<file path="config.mk">
export PLATFORM = sky130hd
export DESIGN_NAME = seq_multiplier
export DESIGN_NICKNAME = d
export VERILOG_FILES = /design/src/rtl/mult_pkg.sv /design/src/rtl/mult_ctrl.sv /design/src/rtl/seq_multiplier.sv
export SDC_FILE = /design/constraint.sdc
export NUM_CORES = 1
export LEC_CHECK = 0
export BUFFER_PORTS_ARGS = -buffer_cell sky130_fd_sc_hd__buf_2
export CAP_MARGIN = 30
export CELL_PAD_IN_SITES_DETAIL_PLACEMENT = 0
export CELL_PAD_IN_SITES_GLOBAL_PLACEMENT = 2
export CORE_MARGIN = 5
export CORE_UTILIZATION = 30
export CTS_CLUSTER_DIAMETER = 120
export DETAILED_ROUTE_END_ITERATION = 10
export PLACE_DENSITY_LB_ADDON = 0.2
export SLEW_MARGIN = 20
export SYNTH_ARGS = -nofsm -noshare
export SYNTH_HDL_FRONTEND = slang
export SYNTH_SLANG_ARGS = --single-unit
</file>
<file path="constraint.sdc">
create_clock -name clk -period 2.4 [get_ports clk]
set_input_delay 0.24 -clock clk [delete_from_list [all_inputs] [get_ports clk]]
set_output_delay 0.24 -clock clk [all_outputs]
set_load 0.01 [all_outputs]
</file>
<file path="src/rtl/mult_pkg.sv">
// Shared definitions for the sequential shift-and-add multiplier.
//   mult_state_e : controller state encoding (IDLE / CALC / DONE)
//   StateW       : width of the state register
//   cnt_width()  : width of the iteration down-counter for a W-bit operand
package mult_pkg;

    localparam int unsigned StateW = 2;

    typedef enum logic [StateW-1:0] {
        StIdle = 2'd0,
        StCalc = 2'd1,
        StDone = 2'd2
    } mult_state_e;

    // The counter has to hold W-1, which always fits in $clog2(W) bits.
    // Keep at least one bit so that W=2 still gets a real register.
    function automatic int unsigned cnt_width(input int unsigned w);
        return (w <= 2) ? 1 : $clog2(w);
    endfunction

endpackage

</file>
<file path="src/rtl/mult_ctrl.sv">
// Controller for seq_multiplier: three-state FSM plus the iteration down-counter.
// Ports:
//   clk    in   clock, rising edge
//   rst_n  in   synchronous active-low reset
//   start  in   multiply request, only honoured in IDLE
//   load   out  combinational: operands are captured on this edge
//   calc   out  combinational: perform one add/shift iteration on this edge
//   done   out  registered one-cycle result-valid pulse
//   busy   out  registered, high through CALC and DONE
module mult_ctrl
    import mult_pkg::*;
#(
    parameter int unsigned W = 8
) (
    input  logic clk,
    input  logic rst_n,
    input  logic start,
    output logic load,
    output logic calc,
    output logic done,
    output logic busy
);

    localparam int unsigned PW = cnt_width(W);
    localparam logic [PW-1:0] PInit = PW'(W - 1);

    mult_state_e   state_q, state_d;
    logic [PW-1:0] p_q, p_d;
    logic          zbit;
    logic          done_q, busy_q;

    assign zbit = (p_q == '0);
    assign done = done_q;
    assign busy = busy_q;

    always_comb begin
        state_d = state_q;
        p_d     = p_q;
        load    = 1'b0;
        calc    = 1'b0;
        unique case (state_q)
            StIdle: begin
                if (start) begin
                    load    = 1'b1;
                    p_d     = PInit;
                    state_d = StCalc;
                end
            end
            StCalc: begin
                calc = 1'b1;
                // The iteration with P==0 is the last one; hold P at zero.
                if (zbit) begin
                    state_d = StDone;
                end else begin
                    p_d = p_q - PW'(1);
                end
            end
            StDone: begin
                state_d = StIdle;
            end
            default: begin
                state_d = StIdle;
            end
        endcase
    end

    // busy/done are registered copies of the next-state decode so they
    // line up exactly with the state they describe.
    always_ff @(posedge clk) begin
        if (!rst_n) begin
            state_q <= StIdle;
            p_q     <= '0;
            done_q  <= 1'b0;
            busy_q  <= 1'b0;
        end else begin
            state_q <= state_d;
            p_q     <= p_d;
            done_q  <= (state_d == StDone);
            busy_q  <= (state_d != StIdle);
        end
    end

endmodule

</file>
<file path="src/rtl/seq_multiplier.sv">
// W-bit sequential shift-and-add multiplier with start/done handshake.
// One add-and-shift iteration per cycle; a result takes W+1 cycles from the
// accepting edge to done, and a new operation can start every W+2 cycles.
// Optional feature macro: MULT_SIGNED_EN adds the signed_op port and
// two's-complement operation (magnitude multiply plus final negation).
// Ports:
//   clk        in   clock, rising edge
//   rst_n      in   synchronous active-low reset
//   start      in   multiply request, sampled only while idle
//   in_a       in   multiplicand, captured on the accepted start
//   in_b       in   multiplier, captured on the accepted start
//   signed_op  in   (MULT_SIGNED_EN only) treat operands as two's complement
//   busy       out  high through the calculation and the done cycle
//   done       out  one-cycle pulse, product valid
//   product    out  2W-bit result, held until the next accepted start
module seq_multiplier
    import mult_pkg::*;
#(
    parameter int unsigned W = 8
) (
    input  logic           clk,
    input  logic           rst_n,
    input  logic           start,
    input  logic [W-1:0]   in_a,
    input  logic [W-1:0]   in_b,
`ifdef MULT_SIGNED_EN
    input  logic           signed_op,
`endif
    output logic           busy,
    output logic           done,
    output logic [2*W-1:0] product
);

    logic [W-1:0]   a_q, b_q, q_q;
    logic           c_q;
    logic [W:0]     sum;
    logic [W-1:0]   op_a, op_b;
    logic [2*W-1:0] raw_product;
    logic           load, calc;

    mult_ctrl #(
        .W(W)
    ) u_ctrl (
        .clk  (clk),
        .rst_n(rst_n),
        .start(start),
        .load (load),
        .calc (calc),
        .done (done),
        .busy (busy)
    );

`ifdef MULT_SIGNED_EN
    logic sign_q;

    // Multiply magnitudes; -2^(W-1) negates to itself, which is exactly its
    // magnitude when read as an unsigned W-bit value.
    always_comb begin
        op_a = in_a;
        op_b = in_b;
        if (signed_op) begin
            if (in_a[W-1]) op_a = -in_a;
            if (in_b[W-1]) op_b = -in_b;
        end
    end

    always_ff @(posedge clk) begin
        if (!rst_n) begin
            sign_q <= 1'b0;
        end else if (load) begin
            sign_q <= signed_op & (in_a[W-1] ^ in_b[W-1]);
        end
    end

    assign product = sign_q ? -raw_product : raw_product;
`else
    assign op_a    = in_a;
    assign op_b    = in_b;
    assign product = raw_product;
`endif

    // C is always cleared by the shift, so the sum cannot overflow W+1 bits.
    assign sum         = {c_q, a_q} + (q_q[0] ? {1'b0, b_q} : {(W+1){1'b0}});
    assign raw_product = {a_q, q_q};

    always_ff @(posedge clk) begin
        if (!rst_n) begin
            a_q <= '0;
            b_q <= '0;
            q_q <= '0;
            c_q <= 1'b0;
        end else if (load) begin
            b_q <= op_a;
            q_q <= op_b;
            a_q <= '0;
            c_q <= 1'b0;
        end else if (calc) begin
            // Merged add and shift: {C,A,Q} <= {sum,Q} >> 1.
            {c_q, a_q, q_q} <= {sum, q_q} >> 1;
        end
    end

endmodule

</file>
==> impl_metrics.yaml <==
status:
  outcome: "finished clean"
routing:
  detail_route.vias_per_cell: 4.99
  drtAntennaViolNets: 0
  drt_iter0_markers: 48
  wirelength_um: 4110
  routedWlPerCell_um: 14.0
  drc: 0
  dr.pass1.iters: 4
  vias: 1461
synth:
  netlist_area_mm2: 0.00155
  synth_top_family_by_area: "compound AO/OA/AOI/OAI gates"
  yosys.area_share.simple_pct: 21.8
  yosys.area.top_type: "dfxtp_1"
  netlist.area_leader.share_pct: 40.1
  avgSynthCellArea_um2: 8.45
  synth.yosys.seq_area_share_pct: 40.1
  synth-async-reset-ratio_pct: 0
  synth_compound_gate_area_share_pct: 23.9
  ys_warn_count: 0
  synth-seq-cells: 31
  syn_inst: 183
  syn_nets: 213
  synth-edff-count: 0
  yosys.cell_types.count: 38
  synth-adder-area-share_pct: 9.39
  ys.flop_type: "dfxtp_1"
  yosys-top-cells-area: "dfxtp_1 (40%), ha_1 (8.1%), a21oi_1 (7.8%)"
  synth_xor_area_share_pct: 1.13
  synthMuxAreaShare_pct: 0
final_layout:
  final_cell_mix: "buf_2 (36), dfxtp_1 (31), nand2_1 (24), a21oi_1 (24), o21ai_0 (13)"
  nNetsFinal: 252
  drive_gt1_share_pct: 21.1
  n_antenna_cell: 0
  area_growth_syn_to_layout_pct: 20.6
  final_common_cell: "buf_2"
clock_network:
  post_cts_buffers: 0
  cts_tree: "built"
  numCtsBuffers: 5
  postCtsHoldBufs: 0
  clk_pin_slew_ns: 0.07
  clock_latency_ns: 0.28
  clk_path_buf_depth: 2
  cts_root_buf: "clkbuf_8"
  htree_levels: 2
  clock_sinks: 31
  cts-resized-gates: 0
sta:
  tightest_slew_ns: 0.625
  fmax_ghz: 0.462
  rsz0062_at_grt: "no"
  slew_headroom_pct: 58.3
  period_needed_ns: 2.16
  setup_viol: 0
  fin_crit_sh_pct: 90.2
  drv_slew: 0
  finalHoldViolCount: 0
  finalSetupTns_ns: 0
  fin_skew_ns: 0.00857
placed_design:
  gp_congestion: 0.827
  portBuffers: 36
  dpl.hpwl_um: 3050
critical_path:
  slowest_stage: "fa_1"
  start_kind: "register"
  crit_chain: "and2_1 > ha_1 > fa_1 > a211oi_2 > o21bai_1 > a2111o_1 > nand3_1"
  worst-path-buf-inv: 0
  required_ns: 2.62
  cp_top_family: "compound AO/OA/AOI/OAI gates"
  critPathCaptureType: "register"
  crit_path_max_fanout: 10
  slowest_delay_ns: 0.44
  arrival_ns: 2.39
  crit_type: "register to register"
floorplan:
  die_area_mm2: 0.00669
  start_util_pct: 30.7
  die_h_um: 81.8
  die_x_um: 81.8
  pin_count: 37
  design.core.area_mm2: 0.00504
  row_count: 26
worst_hold_path:
  hp-class: "primary input to register"
pwr:
  leakagePower_uw: 0.000816
  power.total_uw: 1210
  irDropWorstVdd_mv: 0.320
  powerDensity_mw_per_mm2: 648
grt:
  grt_start_max_net_pins: 16
  antenna_found_initial: 0
  overflow: 0
  grt_use_total_pct: 13.1
  grt_pass1_vias: 1429
  grt_pass1_wl_um: 6670
job:
  maxCapViolCount: 0
[area by class of cell]
type	instances	area (um^2)
Timing Repair Buffer	37	188
Clock inverter	1	5.00
Inverter	5	18.8
Multi-Input combinational cell	142	870
Sequential cell	31	621
Fill cell	541	3180
Clock buffer	7	76.3
Tap cell	70	87.6
[power breakdown]
part           internal (uW)  leakage [uW]  switching (uW)
Sequential               558      0.000255            32.3
Clock                    204     0.0000422             202
Combinational           83.3      0.000519             129
Total                    845      0.000816             364
[state kept, by name (all words and copies together), names as in the netlist]
signal / cells
u_ctrl.state_q: 2
b_q: 8
u_ctrl.done: 1
q_q: 8
u_ctrl.busy: 1
u_ctrl.p_q: 3
a_q: 8
[stage by stage]
| step | utilization [%] | cells | hold slack, ns | instance area, um^2 | setup slack (ns) |
|---|---|---|---|---|---|
| global route | 37.0 | 293 | 0.191 | 1870 | 0.0874 |
| global placement | 35.4 | 285 | 0.450 | 1780 | 0.312 |
| CTS | 37.0 | 293 | 0.186 | 1870 | 0.235 |
| floorplan | - | 183 | 0.376 | 1550 | 0.357 |
| detailed placement | 35.4 | 285 | 0.445 | 1780 | 0.249 |
| finish | 37.0 | 293 | 0.192 | 1870 | 0.235 |
[cells in the mapped netlist, drive strengths merged (3+ instances only)]
cell type and count:
nor3b 3, and3 3, ha 10, nor2 11
nand3 7, a21oi 24, dfxtp 31, o22ai 9
a211oi 6, nand2 24, inv 4, o21ai 13
and2 10, clkbuf 3
[path summary, 6_finish.rpt]
kind / slack [ns] / startpoint / cells after the start / endpoint
max: 0.24 / q_q[0] / 7 / a_q[5]
min reg2reg: 0.45 / b_q[2] / 2 / b_q[2]
min: 0.19 / in_a[4] / 3 / b_q[4]
max reg2reg: 0.24 / q_q[0] / 7 / a_q[5]
[kinds of logic (layout without fill, tap and decap cells)]
| kind of cell | after synthesis | count (layout) |
|---|---|---|
| AOI/OAI and AO/OA | 61 | 61 |
| xor gates and xnor gates | 2 | 2 |
| adders and majority gates | 11 | 11 |
| buffers and inverters | 10 | 50 |
| DFF | 31 | 31 |
| and+or+nand+nor | 68 | 68 |
[tightest hold or removal path, stage by stage]
cell,delay (ns)
buf_2,0.09
nand2_1,0.04
a21oi_1,0.05
[per-layer routing]
| metal | track usage, % | vias to the layer above | share of wire [%] |
|---|---|---|---|
| met5 | 0 | - | 0 |
| met4 | 3.49 | 0 | 0.88 |
| met3 | 4.17 | 4 | 4.4 |
| met2 | 22.8 | 36 | 50 |
| met1 | 15.3 | 680 | 44 |
| li1 | - | 741 | - |
No activity file was read; power rests on OpenSTA's default activity.
